--- config.mk ---
export PLATFORM = sky130hd
export DESIGN_NAME = plab1_idiv_int_div_var_lat_flat
export DESIGN_NICKNAME = d
export VERILOG_FILES = /design/src/rtl/plab1_idiv_int_div_var_lat_pkg.sv /design/src/rtl/plab1_idiv_int_div_var_lat_if.sv /design/src/rtl/plab1_idiv_int_div_var_lat_ctrl.sv /design/src/rtl/plab1_idiv_int_div_var_lat.sv /design/src/flat_wrapper.sv
export SDC_FILE = /design/constraint.sdc
export NUM_CORES = 1
export LEC_CHECK = 0
export CAP_MARGIN = 0
export CORE_MARGIN = 1
export CORE_UTILIZATION = 58
export CTS_BUF_LIST = sky130_fd_sc_hd__clkbuf_16
export CTS_CLUSTER_SIZE = 16
export DETAILED_ROUTE_END_ITERATION = 6
export DONT_BUFFER_PORTS = 1
export PLACE_DENSITY = 0.72
export SLEW_MARGIN = 20
export SYNTH_ARGS = -nofsm -noshare
export SYNTH_HDL_FRONTEND = slang
export SYNTH_SLANG_ARGS = --single-unit
--- constraint.sdc ---
create_clock -name clk -period 3.25 [get_ports clk]
set_clock_uncertainty 0.1 [all_clocks]
set_input_delay 0.65 -clock clk [delete_from_list [all_inputs] [get_ports clk]]
set_output_delay 0.65 -clock clk [all_outputs]
set_load 0.01 [all_outputs]
--- src/rtl/plab1_idiv_int_div_var_lat_pkg.sv ---
// Shared message layout, FSM state encodings and datapath mux selects for the
// iterative unsigned divider.
package plab1_idiv_msgs;

  localparam int NBITS_DEF = 32;

  // Request is {a, b}, response is {quotient, remainder}; both are 2*NBITS wide.
  localparam int REQ_A_MSB = 2*NBITS_DEF-1;
  localparam int REQ_A_LSB = NBITS_DEF;
  localparam int REQ_B_MSB = NBITS_DEF-1;
  localparam int REQ_B_LSB = 0;
  localparam int RESP_Q_MSB = 2*NBITS_DEF-1;
  localparam int RESP_Q_LSB = NBITS_DEF;
  localparam int RESP_R_MSB = NBITS_DEF-1;
  localparam int RESP_R_LSB = 0;

  typedef enum logic [1:0] {
    STATE_IDLE = 2'd0,
    STATE_CALC = 2'd1,
    STATE_DONE = 2'd2
  } state_e;

  typedef enum logic [1:0] {
    SEL_HOLD = 2'd0,
    SEL_LOAD = 2'd1,
    SEL_ITER = 2'd2,
    SEL_SKIP = 2'd3
  } dp_sel_e;

endpackage

--- src/rtl/plab1_idiv_int_div_var_lat_if.sv ---
// val/rdy request/response bundle shared by the divider and its clients.
interface plab1_idiv_int_div_var_lat_if #(parameter int NBITS = 32);
  logic               in_val;
  logic               in_rdy;
  logic [2*NBITS-1:0] in_msg;
  logic               out_val;
  logic               out_rdy;
  logic [2*NBITS-1:0] out_msg;

  modport master (output in_val, in_msg, out_rdy, input in_rdy, out_val, out_msg);
  modport slave  (input in_val, in_msg, out_rdy, output in_rdy, out_val, out_msg);
endinterface

--- src/rtl/plab1_idiv_int_div_var_lat_ctrl.sv ---
// Divider control: IDLE/CALC/DONE FSM, iteration counter and handshake outputs.
module plab1_idiv_int_div_var_lat_ctrl
  import plab1_idiv_msgs::*;
#(
  parameter int CW = 6
) (
  input  logic          clk,
  input  logic          reset,
  input  logic          in_val,
  input  logic          out_rdy,
  input  logic          skip,
  input  logic [CW-1:0] cnt_init,
  output logic          in_rdy,
  output logic          out_val,
  output dp_sel_e       sel
);

  state_e        state_q, state_d;
  logic [CW-1:0] cnt_q, cnt_d;

  always_ff @(posedge clk) begin
    if (!reset) begin
      state_q <= STATE_IDLE;
      cnt_q   <= '0;
    end else begin
      state_q <= state_d;
      cnt_q   <= cnt_d;
    end
  end

  always_comb begin
    state_d = state_q;
    cnt_d   = cnt_q;
    sel     = SEL_HOLD;
    in_rdy  = 1'b0;
    out_val = 1'b0;
    unique case (state_q)
      STATE_IDLE: begin
        in_rdy = 1'b1;
        if (in_val) begin
          if (skip) begin
            sel     = SEL_SKIP;
            state_d = STATE_DONE;
          end else begin
            sel     = SEL_LOAD;
            cnt_d   = cnt_init;
            state_d = STATE_CALC;
          end
        end
      end
      STATE_CALC: begin
        sel   = SEL_ITER;
        cnt_d = cnt_q - 1'b1;
        if (cnt_q == CW'(1)) state_d = STATE_DONE;
      end
      STATE_DONE: begin
        out_val = 1'b1;
        if (out_rdy) state_d = STATE_IDLE;
      end
      default: state_d = STATE_IDLE;
    endcase
  end

endmodule

--- src/rtl/plab1_idiv_int_div_var_lat.sv ---
// Iterative restoring unsigned divider, one quotient bit per cycle.
// Optional macro PLAB1_IDIV_SKIP_ZEROS_EN skips leading zeros of the dividend.
module plab1_idiv_int_div_var_lat
  import plab1_idiv_msgs::*;
#(
  parameter int NBITS = NBITS_DEF
) (
  input  logic                          clk,
  input  logic                          reset,
  input  logic                          sd,
  plab1_idiv_int_div_var_lat_if.slave   io
);

  localparam int CW = $clog2(NBITS+1);

  logic [NBITS-1:0] a, b;
  logic [NBITS-1:0] rem_q, rem_d, quo_q, quo_d, div_q, div_d;
  logic [NBITS-1:0] quo_ld;
  logic [NBITS:0]   rem_sh, diff;
  logic [CW-1:0]    cnt_init;
  logic             skip;
  dp_sel_e          sel;

  // Every signal is tagged with the same domain; no per-domain state is kept.
  logic unused_sd;
  assign unused_sd = sd;

  assign a = io.in_msg[2*NBITS-1:NBITS];
  assign b = io.in_msg[NBITS-1:0];

`ifdef PLAB1_IDIV_SKIP_ZEROS_EN
  logic [CW-1:0] lz;
  always_comb begin
    lz = CW'(NBITS);
    for (int i = 0; i < NBITS; i++)
      if (a[i]) lz = CW'(NBITS-1-i);
  end
  assign cnt_init = CW'(NBITS) - lz;
  assign quo_ld   = a << lz;
  // b==0 and a==0 both have closed-form results, so bypass CALC entirely.
  assign skip     = (a == '0) || (b == '0);
`else
  assign cnt_init = CW'(NBITS);
  assign quo_ld   = a;
  assign skip     = 1'b0;
`endif

  plab1_idiv_int_div_var_lat_ctrl #(.CW(CW)) u_ctrl (
    .clk     (clk),
    .reset   (reset),
    .in_val  (io.in_val),
    .out_rdy (io.out_rdy),
    .skip    (skip),
    .cnt_init(cnt_init),
    .in_rdy  (io.in_rdy),
    .out_val (io.out_val),
    .sel     (sel)
  );

  // Shifted remainder keeps the carried-out bit so the compare is NBITS+1 wide.
  assign rem_sh = {rem_q, quo_q[NBITS-1]};
  assign diff   = rem_sh - {1'b0, div_q};

  always_comb begin
    rem_d = rem_q;
    quo_d = quo_q;
    div_d = div_q;
    unique case (sel)
      SEL_LOAD: begin
        rem_d = '0;
        quo_d = quo_ld;
        div_d = b;
      end
      SEL_ITER: begin
        quo_d = {quo_q[NBITS-2:0], ~diff[NBITS]};
        rem_d = diff[NBITS] ? rem_sh[NBITS-1:0] : diff[NBITS-1:0];
      end
      SEL_SKIP: begin
        div_d = b;
        quo_d = (b == '0) ? '1 : '0;
        rem_d = (b == '0) ? a  : '0;
      end
      default: ;
    endcase
  end

  always_ff @(posedge clk) begin
    if (!reset) begin
      rem_q <= '0;
      quo_q <= '0;
      div_q <= '0;
    end else begin
      rem_q <= rem_d;
      quo_q <= quo_d;
      div_q <= div_d;
    end
  end

  assign io.out_msg = {quo_q, rem_q};

  a_ctl_known: assert property (@(posedge clk)
    reset |-> !$isunknown({io.in_val, io.in_rdy, io.out_val, io.out_rdy}));

endmodule

--- src/flat_wrapper.sv ---
// flat-port wrapper written by rule: the top's interface ports become plain ports
module plab1_idiv_int_div_var_lat_flat import plab1_idiv_msgs::*;
#(
  parameter int NBITS = NBITS_DEF
)
  (clk, reset, sd, io_in_val, io_in_msg, io_out_rdy, io_in_rdy, io_out_val, io_out_msg);
  plab1_idiv_int_div_var_lat_if #(.NBITS(NBITS)) io_i ();
  input  logic clk;
  input  logic reset;
  input  logic sd;
  input wire logic [$bits(io_i.in_val)-1:0] io_in_val;
  input wire logic [$bits(io_i.in_msg)-1:0] io_in_msg;
  input wire logic [$bits(io_i.out_rdy)-1:0] io_out_rdy;
  output wire logic [$bits(io_i.in_rdy)-1:0] io_in_rdy;
  output wire logic [$bits(io_i.out_val)-1:0] io_out_val;
  output wire logic [$bits(io_i.out_msg)-1:0] io_out_msg;
  assign io_i.in_val = io_in_val;
  assign io_i.in_msg = io_in_msg;
  assign io_i.out_rdy = io_out_rdy;
  assign io_in_rdy = io_i.in_rdy;
  assign io_out_val = io_i.out_val;
  assign io_out_msg = io_i.out_msg;
  plab1_idiv_int_div_var_lat #(.NBITS(NBITS)) u_core (.clk(clk), .reset(reset), .sd(sd), .io(io_i));
endmodule
After elaboration in Yosys (flattened, before gate mapping):

Index checks and enable logic that the tools add are counted.

* register bits after elaboration: 104
* output and inout port bits: 66
* word-level logic and storage cells: 39

* $add $sub $neg: 2
* equality and inequality tests: 9
* multiplexer cells: 15
* bitwise logic cells: 1
* reductions and logical operators: 7

Operator list (number)
* $pmux 32 s3: 2
* $mux 32: 3
* $sub 33x32->33: 1
* $logic_not 32->1: 1
* $pmux 6 s2: 1
* $eq 2x2->1 const B: 3
* $eq 6x1->1 const B: 1
* $mux 2: 3
* $mux 6: 1
* $ne 2x2->1 const B: 3
* $pmux 2 s3: 1
* $sub 6x1->6 const B: 1
* $eq 2x1->1 const B: 2
* $pmux 2 s2: 1
* $mux 1: 3
* $reduce_and 3->1: 1
* $reduce_bool 3->1: 1
* $logic_not 2->1: 1
* $reduce_and 2->1: 1
* $reduce_bool 2->1: 1
* $reduce_or 2->1: 1
* $not 1->1: 1

Longest topological paths before layout:

Gate-level depths: netlist (run 1).

* depth after elaboration: 4
* depth in mapped cells: 15
* mapped depth without buffers: 14

By module:

From an unflattened synthesis (run 1), not the netlist that was laid out.

* cells, all modules: 914
* area, all modules: 7213.2 um^2

By module, submodules not included
* plab1_idiv_int_div_var_lat: instances 1, cells an instance 847, area an instance 6683.9 um^2, sequential area each 1921.8 um^2
* plab1_idiv_int_div_var_lat_ctrl: instances 1, cells an instance 67, area an instance 529.3 um^2, sequential area each 160.2 um^2

Worst setup path before layout (run 1):

Ideal clock, no wire load.

* kind: flip-flop to flip-flop
* start point: register u_core.quo_q[31]
* end point: register u_core.rem_q[30]
* library setup time: 0.123 ns
* arrival: 3.154 ns
* data required time: 3.027 ns
* path slack: -0.127 ns
* cell stages (with the launch flop): 15
* buffers on the path: 1
* period minus slack after synthesis: 3.377 ns
* path through: dfxtp_1 > inv_1 > ha_1 > inv_1 > fa_1 > a211oi_1 > o21ai_2 > a31o_2 > a221o_1 > a31oi_4 > o31ai_2 > mux2i_4 > buf_6 > nor4_1 > o31ai_2

* cells in the longest elaborated chain, start to end: 3

RTL lines
* start, declared: line plab1_idiv_int_div_var_lat.sv:17 `logic [NBITS-1:0] rem_q, rem_d, quo_q, quo_d, div_q, div_d;`
* start signal, assigned: line plab1_idiv_int_div_var_lat.sv:94 `quo_q <= quo_d;`
* $sub 33x32->33: line plab1_idiv_int_div_var_lat.sv:62 `assign diff = rem_sh - {1'b0, div_q};`
* $mux 32: line plab1_idiv_int_div_var_lat.sv:76 `rem_d = diff[NBITS] ? rem_sh[NBITS-1:0] : diff[NBITS-1:0];`
* $pmux 32 s3: line plab1_idiv_int_div_var_lat.sv:68 `unique case (sel)`
* end signal, assigned: line plab1_idiv_int_div_var_lat.sv:93 `rem_q <= rem_d;`
* end, declared: line plab1_idiv_int_div_var_lat.sv:17

Every way passes these cells.
A chain may end at the register's enable or synchronous reset.

Final worst setup path (run 1):

* start point: register u_core.div_q[0]
* end point: register u_core.rem_q[12]

* cells in the longest elaborated chain, start to end: 3

RTL lines
* start, declared: line plab1_idiv_int_div_var_lat.sv:17
* start signal, assigned: line plab1_idiv_int_div_var_lat.sv:95 `div_q <= div_d;`
* $sub 33x32->33: line plab1_idiv_int_div_var_lat.sv:62
* $mux 32: line plab1_idiv_int_div_var_lat.sv:76
* $pmux 32 s3: line plab1_idiv_int_div_var_lat.sv:68

Every way passes these cells.

==> results.py, run 1 <==
metrics = {
    "outcome": {
        "outcome": "finished with violations",
        "violated_checks": "negative setup slack",
    },
    "timing": {
        "finalHoldViolCount": 0,
        "final.setup.worst_slack_ns": -0.0227,
        "worst_slew_pin_slew_ns": 0.954,
        "max_clock_freq_mhz": 306,
        "finalWorstPathRequiredPeriod_ns": 3.27,
        "fin_crit_sh_pct": 101,
        "timing.final.setup_violations": 4,
        "grt_setup_unrepaired": "yes",
        "timing.max_slew.rel_slack_pct": 36.2,
        "drv_slew": 0,
    },
    "layout": {
        "fillers": 831,
        "stdcell_count": 906,
        "final_util_pct": 68.7,
        "num_antenna_cells": 0,
        "synthToLayoutAreaGrowth_pct": 15.2,
        "final_net_count": 872,
        "drive_above_1_share_pct": 13.1,
    },
    "worst_setup_path": {
        "rrSetupSlack_ns": -0.02,
        "cp_num_buf_inv": 3,
        "worst-endpoint-arrival_ns": 3.41,
        "path_cells": "ha_4 -> inv_2 -> fa_2 -> a211oi_4 -> o21ai_2 -> a31o_2 -> a221o_1 -> a31oi_4 -> o31ai_4 -> mux2i_4 -> buf_12 -> buf_16 -> mux2i_1 -> o21ai_1",
        "worst-endpoint-required_ns": 3.39,
        "timing.setup.critical_path_class": "flip-flop to flip-flop",
        "crit_path_max_incr_delay_ns": 0.39,
        "critPathCaptureType": "flip-flop",
        "critPathSlowestCell": "sky130_fd_sc_hd__a221o_1",
        "worst_path_dominant_cell_family": "compound AO/OA/AOI/OAI gates",
        "path_max_fanout": 8,
        "start_kind": "flip-flop",
    },
    "routing": {
        "detailroute.via_count": 5390,
        "wl_per_cell_um": 16.6,
        "route.detailed.vias_per_inst": 5.95,
        "detailedRoute.firstPassIterationCount": 5,
        "route.detailed.drc": 0,
        "drt.antenna.violating_nets": 0,
        "first_iter_violations": 223,
        "sum_of_routed_wire_length_over_all_layers_um": 15000,
    },
    "yosys": {
        "avgSynthCellArea_sq_um": 7.75,
        "synth_cell_types": 56,
        "synth-seq-cells": 104,
        "synth.top_cell.area_share_pct": 35.7,
        "edff_count_synth": 0,
        "synthesis.nets": 857,
        "synth.yosys.warnings": 0,
        "seq_area_frac_synth_pct": 35.7,
        "synth_most_common_cell": "sky130_fd_sc_hd__nand2_1",
        "netlist_top_cells_area": "sky130_fd_sc_hd__dfxtp_1 (36%), sky130_fd_sc_hd__a21oi_1 (10%), sky130_fd_sc_hd__nand2_1 (9.2%), sky130_fd_sc_hd__ha_1 (7.3%), sky130_fd_sc_hd__a22oi_1 (4.0%)",
        "leading_area_contributor_after_synthesis": "sky130_fd_sc_hd__dfxtp_1",
        "ys_top_cells_by_count": "sky130_fd_sc_hd__nand2_1 (143), sky130_fd_sc_hd__a21oi_1 (122), sky130_fd_sc_hd__dfxtp_1 (104)",
        "async_reset_ff_share_pct": 0,
        "synth_ff_type": "sky130_fd_sc_hd__dfxtp_1",
        "syn-cell-area_sq_mm": 0.00583,
        "synthesis.instances": 753,
    },
    "grt": {
        "first_pass_grt_wire_length_um": 23500,
        "grt_pass1_vias": 5023,
        "grt_start_max_net_pins": 72,
        "grt_antenna_before_repair": 0,
        "grt_remaining_overflow": 0,
        "grt_util_all_layers_pct": 28.8,
    },
    "floorplan": {
        "die-height_um": 102,
        "core-area_sq_mm": 0.00977,
        "design.portCount": 135,
        "die_area_sq_mm": 0.0105,
        "rows": 36,
        "initial_core_util_pct": 59.7,
        "floorplan.die.width_um": 102,
    },
    "cts": {
        "ctsLongestPathBuffers": 2,
        "root_buffer": "sky130_fd_sc_hd__clkbuf_16",
        "cts_buffers": 9,
        "cts_tree": "done",
        "h-tree-depth": 3,
        "clock-sinks": 104,
        "clk_pin_slew_worst_paths_ns": 0.07,
        "clk_latency_ns": 0.36,
        "cts_hold_buffers": 0,
    },
    "placed_design": {
        "placed_cells": 881,
        "buffer_ports.inserted": 0,
        "place.gp.congestion": 0.928,
        "place_hpwl_um": 10100,
    },
    "job": {
        "max_capacitance_violation_total": 0,
    },
    "hold_path": {
        "worst_hold_path_type": "input port to flip-flop",
    },
}
==> cell families after synthesis <==
| logic type | after synthesis | share of synthesized area (%) |
|---|---|---|
| xor+xnor | 29 | 4.35 |
| flops | 104 | 35.7 |
| mux | 8 | 1.61 |
| fa+ha+maj | 35 | 7.64 |
| compound gates | 261 | 27.7 |
| buf+inv | 82 | 6.05 |
| simple gates | 234 | 17.0 |
==> worst paths after layout <==
path / start / end / cells after the start
setup / recovery: u_core.div_q[0]$_SDFFE_PN0P_ / u_core.rem_q[12]$_SDFFE_PN0P_ / 14
hold / removal: io_in_msg[0] / u_core.div_q[0]$_SDFFE_PN0P_ / 2
setup reg to reg: u_core.div_q[0]$_SDFFE_PN0P_ / u_core.rem_q[12]$_SDFFE_PN0P_ / 14
hold reg to reg: u_core.div_q[7]$_SDFFE_PN0P_ / u_core.div_q[7]$_SDFFE_PN0P_ / 2
==> layout by cell type, fill, tap and decap left out, drive strengths merged, types with 7 or more instances in the layout <==
cell,count
mux2i,7
nand3,8
dfxtp,104
ha,34
nand2,143
inv,45
o21ai,47
a32oi,7
clkbuf,9
nor2,43
xor2,13
a22oi,31
o21bai,8
a21oi,122
xnor2,16
nor2b,7
buf,44
a21o,10
nand2b,7
==> metal layers <==
layer  track usage (%)  vias up  part of all wire, %
met5                 0        -                    0
met4              10.5        0                  1.8
met2              47.6      179                   48
met1              35.2     2518                   43
met3              8.89       28                  7.3
li1                  -     2665                    -
==> worst register-to-register path, cell delays in order, from the launching register on <==
cell	delay [ns]
sky130_fd_sc_hd__dfxtp_2	0.37
sky130_fd_sc_hd__ha_4	0.15
sky130_fd_sc_hd__inv_2	0.03
sky130_fd_sc_hd__fa_2	0.37
sky130_fd_sc_hd__a211oi_4	0.28
sky130_fd_sc_hd__o21ai_2	0.09
sky130_fd_sc_hd__a31o_2	0.23
sky130_fd_sc_hd__a221o_1	0.39
sky130_fd_sc_hd__a31oi_4	0.23
sky130_fd_sc_hd__o31ai_4	0.09
sky130_fd_sc_hd__mux2i_4	0.22
sky130_fd_sc_hd__buf_12	0.18
sky130_fd_sc_hd__buf_16	0.14
sky130_fd_sc_hd__mux2i_1	0.19
sky130_fd_sc_hd__o21ai_1	0.09
==> metrics by stage <==
stage	worst slack [ns]	setup TNS (ns)	hold WS (ns)	instance area (sq um)
final	-0.0227	-0.0565	0.318	6720
after global routing	-0.158	-3.94	0.323	6720
after CTS	-0.00450	-0.00450	0.314	6640
after detailed placement	-0.170	-2.66	0.347	6100
after global placement	-0.0510	-0.323	0.344	6100
after floorplan	0.00614	0	0.336	5850
==> area by class of cell <==
type	count	area [sq um]	share of cell area [%]
tap	133	166	2.48
sequential	104	2080	31.0
multi-input combinational	567	3550	52.9
inverter	42	158	2.35
clock inverter	7	77.6	1.15
clock buffer	9	225	3.35
timing repair buffer	44	455	6.78
==> sequential cells by signal, summed over array words and instances (netlist names) <==
signal	count
u_core.rem_q	32
u_core.u_ctrl.cnt_q	6
u_core.quo_q	32
u_core.div_q	32
u_core.u_ctrl.state_q	2
==> timing repair <==
action                                  4_1_cts  5_1_grt
buffers inserted                              5        1
endpoints found under the setup margin       33       33
pin swaps                                    12       12
cloned                                        4        0
hold endpoints to repair                      0        0
resized for setup                            35       15
Power of run 1 is left out: the tool's default activity adds up to more than one toggle a clock period on the data nets, which glitch-free logic cannot reach.
==> run 2, diff against run 1 <==
- CORE_UTILIZATION: 58 -> 46
- DONT_BUFFER_PORTS: 1 -> not set
- PLACE_DENSITY: 0.72 -> 0.73
==> run 2 against run 1 <==
Against the previous run: the flow still finishes with violations (negative setup slack); sequential share of layout area is 4.8 points lower; worst setup slack worse by 0.12 ns; first-iteration DRC count is 69% higher; non-clock buffer count is 124 higher; core utilization is 3.4 points lower; register-to-register slack worse by 0.12 ns; flip-flop and latch count stayed put; critical path depth is 1 higher; maximum frequency is 3.5% lower; die area is 26% higher; critical endpoint is now u_core.rem_q[30]$_SDFFE_PN0P_.
==> results.py, run 2 (same netlist as run 1, synthesis figures left out) <==
metrics = {
    "worst_setup_path": {
        "cp-endpoint": "u_core.rem_q[30]$_SDFFE_PN0P_",
        "worst-endpoint-arrival_ns": 3.51,
        "worst_setup_path_startpoint": "u_core.quo_q[31]$_SDFFE_PN0P_",
        "rrSetupSlack_ns": -0.14,
        "reg2regPathDepth": 15,
        "start_kind": "flip-flop",
        "worst-endpoint-required_ns": 3.36,
        "path_max_fanout": 5,
        "critPathCaptureType": "flip-flop",
        "worstReg2RegEnd": "u_core.rem_q[30]$_SDFFE_PN0P_",
        "timing.rr.start": "u_core.quo_q[31]$_SDFFE_PN0P_",
        "timing.setup.critical_path_class": "flip-flop to flip-flop",
    },
    "grt": {
        "grt_pass1_vias": 5745,
        "grt_util_all_layers_pct": 25.3,
        "grt_start_max_net_pins": 71,
        "first_pass_grt_wire_length_um": 26600,
        "grt_remaining_overflow": 0,
        "grt_antenna_before_repair": 0,
    },
    "layout": {
        "layout_commonest_cell": "sky130_fd_sc_hd__nand2_1",
        "layout_top_registers": "u_core.div_q x32, u_core.quo_q x32, u_core.rem_q x32",
        "final_net_count": 996,
        "drive_above_1_share_pct": 9.48,
        "num_antenna_cells": 0,
        "final_area_sq_mm": 0.00794,
        "final_util_pct": 65.3,
        "layout.cells.most_common_list": "sky130_fd_sc_hd__nand2_1 (143), sky130_fd_sc_hd__clkdlybuf4s50_1 (133), sky130_fd_sc_hd__a21oi_1 (116)",
        "stdcell_count": 1065,
        "synthToLayoutAreaGrowth_pct": 36.1,
    },
    "job": {
        "max_capacitance_violation_total": 0,
    },
    "placed_design": {
        "buffer_ports.inserted": 133,
        "placed_cells": 1038,
        "placedInstanceArea_sq_mm": 0.00741,
        "place_hpwl_um": 11000,
        "place.gp.congestion": 0.870,
    },
    "routing": {
        "sum_of_routed_wire_length_over_all_layers_um": 16000,
        "detailroute.via_count": 5830,
        "wl_per_cell_um": 15.0,
        "route.detailed.vias_per_inst": 5.47,
        "drt.antenna.violating_nets": 0,
        "first_iter_violations": 377,
        "route.detailed.drc": 0,
        "detailedRoute.firstPassIterationCount": 5,
    },
    "cts": {
        "cts_buffers": 9,
        "clk_pin_slew_worst_paths_ns": 0.07,
        "root_buffer": "sky130_fd_sc_hd__clkbuf_16",
        "clock-sinks": 104,
        "h-tree-depth": 3,
        "ctsLongestPathBuffers": 2,
        "cts_tree": "done",
        "clk_latency_ns": 0.36,
    },
    "floorplan": {
        "initial_core_util_pct": 48.0,
        "core-area_sq_mm": 0.0122,
        "die-height_um": 115,
        "floorplan.die.width_um": 115,
        "die_area_sq_mm": 0.0131,
        "design.portCount": 135,
        "rows": 40,
    },
    "timing": {
        "worst_slew_pin_slew_ns": 1.20,
        "finalWorstPathRequiredPeriod_ns": 3.39,
        "grt_setup_unrepaired": "yes",
        "fin_crit_sh_pct": 104,
        "finalHoldViolCount": 0,
        "timing.final.setup_violations": 33,
        "hold-worst-slack_ns": 0.356,
        "final.setup.worst_slack_ns": -0.143,
        "timing.max_slew.rel_slack_pct": 19.8,
        "drv_slew": 0,
        "max_clock_freq_mhz": 295,
    },
    "hold_path": {
        "worst_hold_path_type": "flip-flop to flip-flop",
    },
    "outcome": {
        "outcome": "finished with violations",
        "violated_checks": "negative setup slack",
    },
}
[run 2: timing repair]
item / CTS / global route
pin swaps: 11 / 12
setup buffers: 6 / 3
setup endpoints to repair: 33 / 33
cloned: 3 / 0
resized for setup: 34 / 5
hold buffers: 0 / 0
[run 2: final cells by class]
cell class / instances / area [sq um]
Sequential cell: 104 / 2080
Clock buffer: 9 / 225
Tap cell: 168 / 210
Multi-Input combinational cell: 567 / 3520
Fill cell: 1021 / 4220
Clock inverter: 7 / 46.3
Timing Repair Buffer: 168 / 1700
Inverter: 42 / 158
[run 2: how the worst min path moves through the flow]
| stage | startpoint | to | slack (ns) | cells after the start |
|---|---|---|---|---|
| after global placement | u_core.div_q[31]$_SDFFE_PN0P_ | u_core.div_q[31]$_SDFFE_PN0P_ | 0.35 | 2 |
| after CTS | u_core.div_q[26]$_SDFFE_PN0P_ | u_core.div_q[26]$_SDFFE_PN0P_ | 0.36 | 2 |
| after detailed placement | u_core.div_q[26]$_SDFFE_PN0P_ | u_core.div_q[26]$_SDFFE_PN0P_ | 0.35 | 2 |
| final | u_core.div_q[31]$_SDFFE_PN0P_ | u_core.div_q[31]$_SDFFE_PN0P_ | 0.36 | 2 |
| after floorplan | u_core.div_q[10]$_SDFFE_PN0P_ | u_core.div_q[10]$_SDFFE_PN0P_ | 0.34 | 2 |
| after global routing | u_core.div_q[26]$_SDFFE_PN0P_ | u_core.div_q[26]$_SDFFE_PN0P_ | 0.37 | 2 |
[run 2: worst max-delay path, cell delays in order, from the launching register on]
cell and delay [ns]:
sky130_fd_sc_hd__dfxtp_2 0.33, sky130_fd_sc_hd__inv_2 0.07, sky130_fd_sc_hd__ha_4 0.14, sky130_fd_sc_hd__inv_2 0.03, sky130_fd_sc_hd__fa_2 0.36, sky130_fd_sc_hd__a211oi_4 0.28, sky130_fd_sc_hd__o21ai_2 0.11, sky130_fd_sc_hd__a31o_2 0.26
sky130_fd_sc_hd__a221o_1 0.39, sky130_fd_sc_hd__a31oi_4 0.25, sky130_fd_sc_hd__o31ai_4 0.09, sky130_fd_sc_hd__mux2i_4 0.22, sky130_fd_sc_hd__buf_12 0.16, sky130_fd_sc_hd__buf_4 0.14, sky130_fd_sc_hd__nor4_4 0.25, sky130_fd_sc_hd__o31ai_2 0.07
[run 2: per-stage QoR]
| stage | setup slack [ns] | setup TNS, ns |
|---|---|---|
| finish | -0.143 | -2.56 |
| global route | -0.261 | -6.67 |
| CTS | -0.0376 | -0.146 |
| detailed placement | -0.125 | -1.73 |
| global placement | -0.0628 | -1.10 |
| floorplan | 0.00614 | 0 |
[run 2: metal layers]
layer / global-route usage (%) / vias up / wire length, um
met5: 0 / - / 0
met3: 8.15 / 28 / 1170
met4: 7.97 / 0 / 303
met1: 29.4 / 2691 / 6800
met2: 44.1 / 196 / 7670
li1: - / 2915 / -
Power of run 2 is left out for the same reason.
==> run 3, diff against run 2 <==
- CELL_PAD_IN_SITES_DETAIL_PLACEMENT: not set -> 2
- CELL_PAD_IN_SITES_GLOBAL_PLACEMENT: not set -> 2
- CORE_UTILIZATION: 46 -> 26
==> run 3 against run 2 <==
Against the previous run: highest routed layer unchanged; die area rose by 75%; global-route usage fell by 5.9 points; largest cell class unchanged; critical path depth rose by 1; the flow still finishes with violations (negative setup slack); sequential share of layout area fell by 1.7 points; clock-buffer cell count did not move; worst setup slack improved by 0.042 ns; via count rose by 5.0%; final area rose by 6.9%.
==> results.py, run 3 (same netlist as run 1, synthesis figures left out) <==
metrics = {
    "grt": {
        "grt_remaining_overflow": 0,
        "gr-usage-met1_pct": 23.6,
        "globalRoute.busiestLayer": "met2",
        "grt_start_max_net_pins": 71,
        "grt_antenna_before_repair": 0,
        "grt_util_all_layers_pct": 19.4,
        "grt_pass1_vias": 6658,
        "gr-usage-met3_pct": 4.73,
        "first_pass_grt_wire_length_um": 34800,
        "met2_usage_pct": 34.0,
    },
    "hold_path": {
        "worst_hold_path_type": "flip-flop to flip-flop",
        "holdPathEnd": "u_core.div_q[21]$_SDFFE_PN0P_",
        "min-delay-start": "u_core.div_q[21]$_SDFFE_PN0P_",
        "whs_path_depth": 2,
    },
    "timing": {
        "timing.setup.tns_ns": -1.71,
        "max_clock_freq_mhz": 298,
        "worst_slew_pin_slew_ns": 0.833,
        "hold-worst-slack_ns": 0.358,
        "grt_setup_unrepaired": "yes",
        "timing.max_slew.rel_slack_pct": 44.3,
        "timing.final.setup_violations": 31,
        "fin_crit_sh_pct": 103,
        "drv_slew": 0,
        "finalWorstPathRequiredPeriod_ns": 3.35,
        "final.setup.worst_slack_ns": -0.101,
        "finalHoldViolCount": 0,
    },
    "routing": {
        "first_iter_violations": 186,
        "wl_per_cell_um": 18.1,
        "drt.antenna.violating_nets": 0,
        "detailedRoute.firstPassIterationCount": 4,
        "detailroute.via_count": 6121,
        "sum_of_routed_wire_length_over_all_layers_um": 21900,
        "route.detailed.vias_per_inst": 5.06,
        "route.detailed.drc": 0,
    },
    "cts": {
        "h-tree-depth": 3,
        "ctsLongestPathBuffers": 2,
        "cts_tree": "done",
        "root_buffer": "sky130_fd_sc_hd__clkbuf_16",
        "clock-sinks": 104,
        "cts_buffers": 9,
        "clk_pin_slew_worst_paths_ns": 0.08,
        "clk_latency_ns": 0.37,
    },
    "layout": {
        "fillers": 2501,
        "synthToLayoutAreaGrowth_pct": 45.5,
        "num_antenna_cells": 0,
        "final_net_count": 1028,
        "layout_top_registers": "u_core.div_q x32, u_core.quo_q x32, u_core.rem_q x32",
        "drive_above_1_share_pct": 14.7,
        "layout.cells.most_common_list": "sky130_fd_sc_hd__nand2_1 (142), sky130_fd_sc_hd__clkdlybuf4s50_1 (133), sky130_fd_sc_hd__a21oi_1 (112)",
        "layout_commonest_cell": "sky130_fd_sc_hd__nand2_1",
    },
    "worst_setup_path": {
        "start_kind": "flip-flop",
        "timing.setup.critical_path_class": "flip-flop to flip-flop",
        "rrSetupSlack_ns": -0.10,
        "critPathCaptureType": "flip-flop",
        "path_max_fanout": 6,
        "worstReg2RegEnd": "u_core.rem_q[5]$_SDFFE_PN0P_",
        "worst-endpoint-required_ns": 3.39,
        "timing.rr.start": "u_core.quo_q[31]$_SDFFE_PN0P_",
        "reg2regPathDepth": 16,
        "worst-endpoint-arrival_ns": 3.49,
    },
    "floorplan": {
        "die_area_sq_mm": 0.0230,
        "rows": 54,
        "core-area_sq_mm": 0.0219,
        "design.portCount": 135,
        "initial_core_util_pct": 26.6,
        "floorplan.die.width_um": 152,
        "die-height_um": 152,
    },
    "placed_design": {
        "place.gp.congestion": 0.826,
        "buffer_ports.inserted": 133,
        "place_ws_ns": -0.251,
        "place_hpwl_um": 15100,
    },
    "outcome": {
        "outcome": "finished with violations",
        "violated_checks": "negative setup slack",
    },
    "job": {
        "max_capacitance_violation_total": 0,
    },
}
-- run 3: worst max-delay path, cell delays in order (launching register included) --
cell	delay (ns)
sky130_fd_sc_hd__dfxtp_2	0.33
sky130_fd_sc_hd__inv_2	0.05
sky130_fd_sc_hd__ha_4	0.12
sky130_fd_sc_hd__inv_2	0.03
sky130_fd_sc_hd__fa_2	0.36
sky130_fd_sc_hd__a211oi_4	0.29
sky130_fd_sc_hd__o21ai_2	0.11
sky130_fd_sc_hd__a31o_2	0.23
sky130_fd_sc_hd__a221o_1	0.39
sky130_fd_sc_hd__a31oi_4	0.23
sky130_fd_sc_hd__o31ai_4	0.09
sky130_fd_sc_hd__mux2i_4	0.29
sky130_fd_sc_hd__buf_12	0.18
sky130_fd_sc_hd__buf_12	0.15
sky130_fd_sc_hd__nor2_4	0.04
sky130_fd_sc_hd__a21oi_2	0.12
sky130_fd_sc_hd__o21ai_1	0.10
-- run 3: worst max-delay path by stage --
stage	cells after the start	slack [ns]	startpoint	end
after floorplan	14	0.006	u_core.quo_q[31]$_SDFFE_PN0P_	u_core.rem_q[30]$_SDFFE_PN0P_
after global placement	14	-0.10	u_core.quo_q[31]$_SDFFE_PN0P_	u_core.rem_q[19]$_SDFFE_PN0P_
after detailed placement	15	-0.25	u_core.quo_q[31]$_SDFFE_PN0P_	u_core.rem_q[20]$_SDFFE_PN0P_
after CTS	15	-0.09	u_core.quo_q[31]$_SDFFE_PN0P_	u_core.rem_q[19]$_SDFFE_PN0P_
after global routing	16	-0.25	u_core.quo_q[31]$_SDFFE_PN0P_	u_core.rem_q[22]$_SDFFE_PN0P_
final	16	-0.10	u_core.quo_q[31]$_SDFFE_PN0P_	u_core.rem_q[5]$_SDFFE_PN0P_
-- run 3: final cells by class --
type | count | area (sq um) | area share, %
clock buffer | 9 | 225 | 2.65
clock inverter | 7 | 58.8 | 0.693
inverter | 42 | 158 | 1.86
multi-input combinational | 567 | 3630 | 42.8
sequential | 104 | 2080 | 24.6
tap | 280 | 350 | 4.13
timing repair buffer | 200 | 1980 | 23.3
-- run 3: metal layers --
metal	vias up	part of all wire (%)	routed length, um
li1	2974	-	-
met1	3023	44	9680
met2	107	50	10900
met3	17	4.9	1080
met4	0	1.3	282
met5	-	0	0
-- run 3: timing repair --
action	CTS	global route
hold buffers	0	0
pin swaps	22	25
resized for setup	52	30
endpoints found under the setup margin	33	33
setup buffers	13	1
gates cloned	2	2
endpoints found under the hold margin	0	0
-- run 3: per-stage QoR --
step | area, sq um | util (%) | std cells
floorplan | 5850 | - | 753
global placement | 7750 | 35.4 | 1177
detailed placement | 7750 | 35.4 | 1177
CTS | 8330 | 38.1 | 1207
global route | 8490 | 38.8 | 1209
finish | 8490 | 38.8 | 1209
Power of run 3 is left out for the same reason.
